**src/rtl/ttc_pkg.sv**
```systemverilog
// Shared constants for the timer/counter channel blocks.
// Field positions of the clock control register and counter widths.
// Pure declarations; no logic.
package ttc_pkg;

  localparam int CLK_CTRL_W    = 7;
  localparam int PRE_CNT_W     = 16;

  // clock control register field positions
  localparam int CLK_PRE_EN    = 0;
  localparam int CLK_PRE_N_LSB = 1;
  localparam int CLK_PRE_N_MSB = 4;
  localparam int CLK_SRC_SEL   = 5;
  localparam int CLK_EDGE_SEL  = 6;

endpackage

```
**src/rtl/ttc_ext_clk_sync.sv**
```systemverilog
// Synchronises an asynchronous external clock into the pclk domain and detects its edges.
// Latency: rise/fall assert SYNC_STAGES cycles after ext_clk is first sampled at its new level.
// No backpressure; rise/fall are single-cycle combinational decodes of registered state.
module ttc_ext_clk_sync #(
  parameter int SYNC_STAGES = 2
) (
  input  logic clk,
  input  logic reset,
  input  logic ext_clk,
  output logic rise,
  output logic fall
);

  logic [SYNC_STAGES-1:0] sync;
  logic                   ext_q;
  logic                   ext_d;

  assign ext_q = sync[SYNC_STAGES-1];

  // shift ext_clk through the synchroniser chain, then one extra flop for edge detection
  always_ff @(posedge clk) begin
    if (reset) begin
      sync  <= '0;
      ext_d <= 1'b0;
    end else begin
      sync  <= {sync[SYNC_STAGES-2:0], ext_clk};
      ext_d <= ext_q;
    end
  end

  assign rise = ext_q & ~ext_d;
  assign fall = ~ext_q & ext_d;

endmodule

```
**src/rtl/ttc_prescaler_lite.sv**
```systemverilog
// Clock-source select and 2^(N+1) prescaler producing the count_en strobe for one channel.
// Latency: count_en is registered; one cycle after the qualifying tick (ext source adds synchroniser delay).
// No backpressure; a register write drops the tick of that cycle and restarts the prescale count.
module ttc_prescaler_lite
  import ttc_pkg::*;
#(
  parameter int SYNC_STAGES = 2
) (
  input  logic                  pclk,
  input  logic                  p_reset,
  input  logic [CLK_CTRL_W-1:0] pwdata,
  input  logic                  clk_ctrl_reg_sel,
  input  logic                  ext_clk,
  output logic                  count_en,
  output logic [CLK_CTRL_W-1:0] clk_ctrl_reg_out
);

  logic [CLK_CTRL_W-1:0] clk_ctrl_reg;
  logic [PRE_CNT_W-1:0]  pre_cnt;
  logic [PRE_CNT_W:0]    term_full;
  logic [PRE_CNT_W-1:0]  term;
  logic [3:0]            pre_n;
  logic                  pre_en;
  logic                  src_sel;
  logic                  edge_sel;
  logic                  ext_rise;
  logic                  ext_fall;
  logic                  src_tick;

  ttc_ext_clk_sync #(
    .SYNC_STAGES(SYNC_STAGES)
  ) u_ext_sync (
    .clk    (pclk),
    .reset  (p_reset),
    .ext_clk(ext_clk),
    .rise   (ext_rise),
    .fall   (ext_fall)
  );

  assign pre_en   = clk_ctrl_reg[CLK_PRE_EN];
  assign pre_n    = clk_ctrl_reg[CLK_PRE_N_MSB:CLK_PRE_N_LSB];
  assign src_sel  = clk_ctrl_reg[CLK_SRC_SEL];
  assign edge_sel = clk_ctrl_reg[CLK_EDGE_SEL];

  // terminal count computed one bit wide so N=15 yields 16'hFFFF after truncation
  assign term_full = ((PRE_CNT_W+1)'(1) << ({1'b0, pre_n} + 5'd1)) - (PRE_CNT_W+1)'(1);
  assign term      = term_full[PRE_CNT_W-1:0];

  // tick source: every pclk, or the selected edge of the synchronised external clock
  always_comb begin
    src_tick = 1'b1;
    if (src_sel) begin
      src_tick = edge_sel ? ext_fall : ext_rise;
    end
  end

  // control register, prescale counter and count_en strobe; a write restarts counting
  always_ff @(posedge pclk) begin
    if (p_reset) begin
      clk_ctrl_reg <= '0;
      pre_cnt      <= '0;
      count_en     <= 1'b0;
    end else if (clk_ctrl_reg_sel) begin
      clk_ctrl_reg <= pwdata;
      pre_cnt      <= '0;
      count_en     <= 1'b0;
    end else if (!pre_en) begin
      pre_cnt      <= '0;
      count_en     <= src_tick;
    end else if (src_tick) begin
      if (pre_cnt == term) begin
        pre_cnt    <= '0;
        count_en   <= 1'b1;
      end else begin
        pre_cnt    <= pre_cnt + PRE_CNT_W'(1);
        count_en   <= 1'b0;
      end
    end else begin
      count_en     <= 1'b0;
    end
  end

  assign clk_ctrl_reg_out = clk_ctrl_reg;

endmodule
```
**config.mk**
```make
export PLATFORM = sky130hd
export DESIGN_NAME = ttc_prescaler_lite
export DESIGN_NICKNAME = d
export VERILOG_FILES = /design/src/rtl/ttc_pkg.sv /design/src/rtl/ttc_ext_clk_sync.sv /design/src/rtl/ttc_prescaler_lite.sv
export SDC_FILE = /design/constraint.sdc
export NUM_CORES = 1
export LEC_CHECK = 0
export BUFFER_PORTS_ARGS = -buffer_cell sky130_fd_sc_hd__buf_4
export CORE_UTILIZATION = 50
export DETAILED_ROUTE_END_ITERATION = 8
export PLACE_DENSITY = 0.68
export SYNTH_ARGS = -nofsm -noshare
export SYNTH_HDL_FRONTEND = slang
export SYNTH_SLANG_ARGS = --single-unit
```
**constraint.sdc**
```tcl
create_clock -name pclk -period 3.6 [get_ports pclk]
set_input_delay 0.72 -clock pclk [delete_from_list [all_inputs] [get_ports pclk]]
set_output_delay 0.72 -clock pclk [all_outputs]
set_load 0.01 [all_outputs]
```
## After elaboration in Yosys (flattened, before gate mapping)

Cells that the tools add are included.

- Output and inout port bits: 8
- Flip-flop bits (word level): 27
- Bits of input ports: 11

- Add/sub/neg operators: 3
- Shifts and indexed selects: 1
- Reduce and logical (&&, ||, !) cells: 2
- Bitwise gates (word level): 5
- Eq/ne operators: 1
- Muxes and demuxes: 6

Operators with widths:

| cell | count |
|---|---|
| $add A16 B1 Y16 const B | 1 |
| $eq A16 B16 Y1 | 1 |
| $mux W16 | 1 |
| $shl A1 B5 Y16 const A | 1 |
| $sub A16 B2 Y16 const B | 1 |
| $add A4 B1 Y5 const B | 1 |
| $mux W1 | 5 |
| $not A1 Y1 | 3 |
| $reduce_or A3 Y1 | 1 |
| $and A1 B1 Y1 | 2 |
| $reduce_or A2 Y1 | 1 |

## Depth between registers and ports, before layout

- Depth in word-level cells: 7
- Depth in mapped cells: 12

## By module

A second synthesis with hierarchy kept.

- Cells, all modules: 219
- Area total of the unflattened synthesis: 1918.1 µm²

By module, submodules not included:

| module | area each (µm²) | seq. area each (µm²) | times used | cells an instance |
|---|---|---|---|---|
| ttc_prescaler_lite | 1826.8 | 480.5 | 1 | 211 |
| ttc_ext_clk_sync | 91.3 | 60.1 | 1 | 8 |

## Least setup slack after synthesis

No wires, ideal clock.

- Kind: flip-flop to flip-flop
- Start point: register clk_ctrl_reg[3], in the netlist clk_ctrl_reg_out[3]
- End point: register pre_cnt[14]
- Setup slack: 803 ps
- Data required time: 3485 ps
- Arrival: 2682 ps
- Cell stages (with the launch flop): 13
- Period minus slack after synthesis: 2797 ps
- Buffers on the path: 3
- Cell sequence: dfxtp_1 buf_2 or4_1 ha_1 clkbuf_1 nand2_1 o311ai_0 xor2_1 a2111oi_2 nand4_1 o21bai_2 buf_4 nor2_1

- Cells in the longest elaborated chain, start to end: 5

RTL lines:

| element | RTL line | source |
|---|---|---|
| start: declaration | ttc_prescaler_lite.sv:18 | `logic [CLK_CTRL_W-1:0] clk_ctrl_reg;` |
| start signal: assignment | ttc_prescaler_lite.sv:64 | `clk_ctrl_reg <= pwdata;` |
| $add A4 B1 Y5 | ttc_prescaler_lite.sv:46 | `assign term_full = ((PRE_CNT_W+1)'(1) << ({1'b0, pre_n} + 5'd1)) - (PRE_CNT_W+1)'(1);` |
| $shl A1 B5 Y16 | ttc_prescaler_lite.sv:46 |  |
| $sub A16 B2 Y16 | ttc_prescaler_lite.sv:46 |  |
| $eq A16 B16 Y1 | ttc_prescaler_lite.sv:71 | `if (pre_cnt == term) begin` |
| $mux W16 | ttc_prescaler_lite.sv:71 |  |
| end signal: assignment | ttc_prescaler_lite.sv:75 | `pre_cnt <= pre_cnt + PRE_CNT_W'(1);` |
| end: declaration | ttc_prescaler_lite.sv:19 | `logic [PRE_CNT_W-1:0] pre_cnt;` |

No other way between the ends.
A chain may end at the register's enable or synchronous reset.

## Final worst setup path

- Start point: register clk_ctrl_reg[1], in the netlist clk_ctrl_reg_out[1]
- End point: register pre_cnt[13]

Same word-level chain as after synthesis.

==> flow_summary.json <==
{
  "status": "finished, final reports clean",
  "nets": 249,
  "wl_per_cell_microns": 14.4,
  "diodes": 0,
  "skew_ps": 16.7,
  "grt_max_degree": 31,
  "leakagePower_nw": 0.740,
  "gp_congestion": 0.834,
  "critPathTopFamily": "compound AO/OA/AOI/OAI gates",
  "grt.overflow.total": 0,
  "grt_util_all_layers_pct": 23.7,
  "synth-edff-count": 0,
  "critPathLaunchType": "flop",
  "synth-seq-cells": 27,
  "synthCells": 229,
  "hold_viol": 0,
  "worst_pin_slew_ps": 515,
  "setup_tns_ps": 0,
  "final_cell_mix": "31 x nor2_1, 27 x dfxtp_1, 23 x buf_4, 19 x nand2_1",
  "drv_slew": 0,
  "cts_resized": 0,
  "drc": 0,
  "synth.largest_area_cell": "dfxtp_1",
  "fp.dieW_microns": 61.5,
  "grt_pass1_wl_microns": 6650,
  "yosys-top-cells-area": "dfxtp_1 31%, nor2_1 6.6%, xor2_1 4.9%",
  "drive_above_1_share_pct": 13.6,
  "via_per_inst": 5.99,
  "ios": 19,
  "slew_headroom_pct": 65.7,
  "maxCapViolCount": 0,
  "synthArstFlopShare_pct": 0,
  "ff2ff_path_depth": 8,
  "grt_pass1_vias": 1441,
  "crit_fanout": 16,
  "cts_max_level": 1,
  "post-route-period-util_pct": 89.0,
  "synth_cell_type_count": 46,
  "synth_nets": 242,
  "drt_iter0_markers": 79,
  "yosysSeqAreaShare_pct": 30.5,
  "hp-start": "u_ext_sync.sync[0]",
  "dp.final_hpwl_microns": 2980,
  "cp_num_buf_inv": 0,
  "hold_buffers": 0,
  "cts_sinks": 27,
  "yosys_warnings": 0,
  "hold_path.class": "reg2reg",
  "clkTransAtPathRegs_ps": 150,
  "fmax_mhz": 312,
  "cp.required_ps": 3810,
  "regToRegEndpoint": "pre_cnt[13]",
  "rrSetupSlack_ps": 400,
  "worstSetupPathType": "reg2reg",
  "area_growth_pct": 9.18,
  "cp_slowest_cell": "or4_1",
  "cts_tree": "yes",
  "p_per_area_mw_per_mm2": 287,
  "startpoint": "clk_ctrl_reg_out[1]",
  "cpPeakStageDelay_ps": 550,
  "antenna_found_initial": 0,
  "final_core_util_pct": 57.5,
  "initial_utilization_pct": 52.7,
  "cts_buffers": 3,
  "critical_path.endpoint": "pre_cnt[13]",
  "fillers": 331,
  "cp_num_cells": 8,
  "clockRootBuffer": "clkbuf_4",
  "drtPass1Iterations": 4,
  "die-area_sq_mm": 0.00379,
  "setup_viol": 0,
  "ys.flop_type": "dfxtp_1",
  "synth_area_sq_mm": 0.00177,
  "cts_max_path_buffers": 2,
  "hold_depth": 1,
  "arrival_ps": 3410,
  "dieHeight_microns": 61.5,
  "clk_latency_ps": 330,
  "avgSynthCellArea_sq_um": 7.74,
  "timing.rr.start": "clk_ctrl_reg_out[1]",
  "finalWirelength_microns": 4040,
  "endpoint_kind": "flop",
  "core_area_sq_mm": 0.00336,
  "fin_crit_ps": 3200,
  "final_common_cell": "nor2_1",
  "num_vias": 1684,
  "synth_top_area_share_pct": 30.5,
  "portBuffers": 18,
  "cp_cell_sequence": "or4_1 > ha_1 > o311ai_0 > xor2_1 > a2111oi_2 > nand4_1 > o21bai_2 > nor2_1",
  "drtAntennaViolNets": 0,
  "cts_setup_buffers": 0,
  "core.rowCount": 21,
  "rsz0062_at_grt": "false",
  "peakVddDrop_uv": 186
}
-- registers in the layout, summed over array words and instances (netlist names) --
name	cells
clk_ctrl_reg_out	7
pre_cnt	16
count_en	1
u_ext_sync.sync	2
u_ext_sync.ext_d	1
-- synthesized netlist by cell type, types with 2 or more instances --
library cell and n:
a2111oi_2 2, a21oi_1 8, and3_1 10, and3b_1 2
buf_2 4, buf_4 3, clkbuf_1 13, dfxtp_1 27
ha_1 2, inv_1 3, mux2i_1 8, nand2_1 19
nand2b_1 2, nand3_1 7, nand4_1 5, nand4b_1 2
nor2_1 31, nor2b_1 3, nor3_1 5, nor3b_1 4
nor4_1 7, nor4b_1 3, o21ai_0 10, o311ai_0 2
o31a_1 2, o31ai_1 3, or3_1 5, or4_1 2
xnor2_1 9, xor2_1 10
-- final cells by class --
| cell class | count | area [sq um] | area share (%) |
|---|---|---|---|
| inverters | 3 | 11.3 | 0.582 |
| well taps | 46 | 57.6 | 2.98 |
| flip-flops and latches | 27 | 541 | 27.9 |
| repair buffers | 23 | 173 | 8.93 |
| multi-input cells | 178 | 1120 | 58.1 |
| clock inverters | 1 | 5.00 | 0.259 |
| clock buffers | 3 | 22.5 | 1.16 |
-- how the worst min path moves through the flow --
stage                     slack [ps]            endpoint
final                            460  u_ext_sync.sync[1]
after global placement           420  u_ext_sync.sync[1]
after detailed placement         430  u_ext_sync.sync[1]
after floorplan                  410  u_ext_sync.sync[1]
after global routing             490  u_ext_sync.sync[1]
after CTS                        460  u_ext_sync.sync[1]
-- routing by layer --
metal  up-vias  global-route usage [%]  share of wire (%)
met2        42                    38.1                 48
met4         0                    8.57                1.7
met5         -                       0                  0
met3         7                    2.94                5.0
li1        830                       -                  -
met1       805                    32.6                 45
-- logic make-up (layout without fill, tap and decap cells) --
| family | after synthesis | count (layout) | share of synthesized area [%] |
|---|---|---|---|
| simple gates | 111 | 111 | 33.1 |
| xor+xnor | 19 | 19 | 9.39 |
| compound gates | 37 | 37 | 14.8 |
| buf+inv | 24 | 30 | 6.00 |
| fa+ha+maj | 2 | 2 | 1.41 |
| other cells | 1 | 1 | 0.212 |
| mux | 8 | 8 | 4.52 |
| flops | 27 | 27 | 30.5 |
-- worst reg2reg max path, cell delays in order (launching register included) --
cell and delay [ps]:
dfxtp_1 340, or4_1 550, ha_1 390, o311ai_0 540, xor2_1 150, a2111oi_2 360, nand4_1 240, o21bai_2 410
nor2_1 100
-- per-stage QoR --
step	cell area, sq um	instances	power (mW)	hold slack [ps]	setup WS, ps
after floorplan	1770	229	0.401	414	803
after global placement	1910	277	0.429	418	617
after detailed placement	1910	277	0.433	428	438
after CTS	1930	281	0.561	460	404
after global routing	1930	281	0.585	485	248
final	1930	281	0.556	463	397
-- power by group --
part | switching, mW | internal [mW]
logic | 0.0640 | 0.0533
clock network | 0.0870 | 0.0417
registers | 0.00410 | 0.306
total | 0.155 | 0.401
Power figures use the tool's default switching activity.
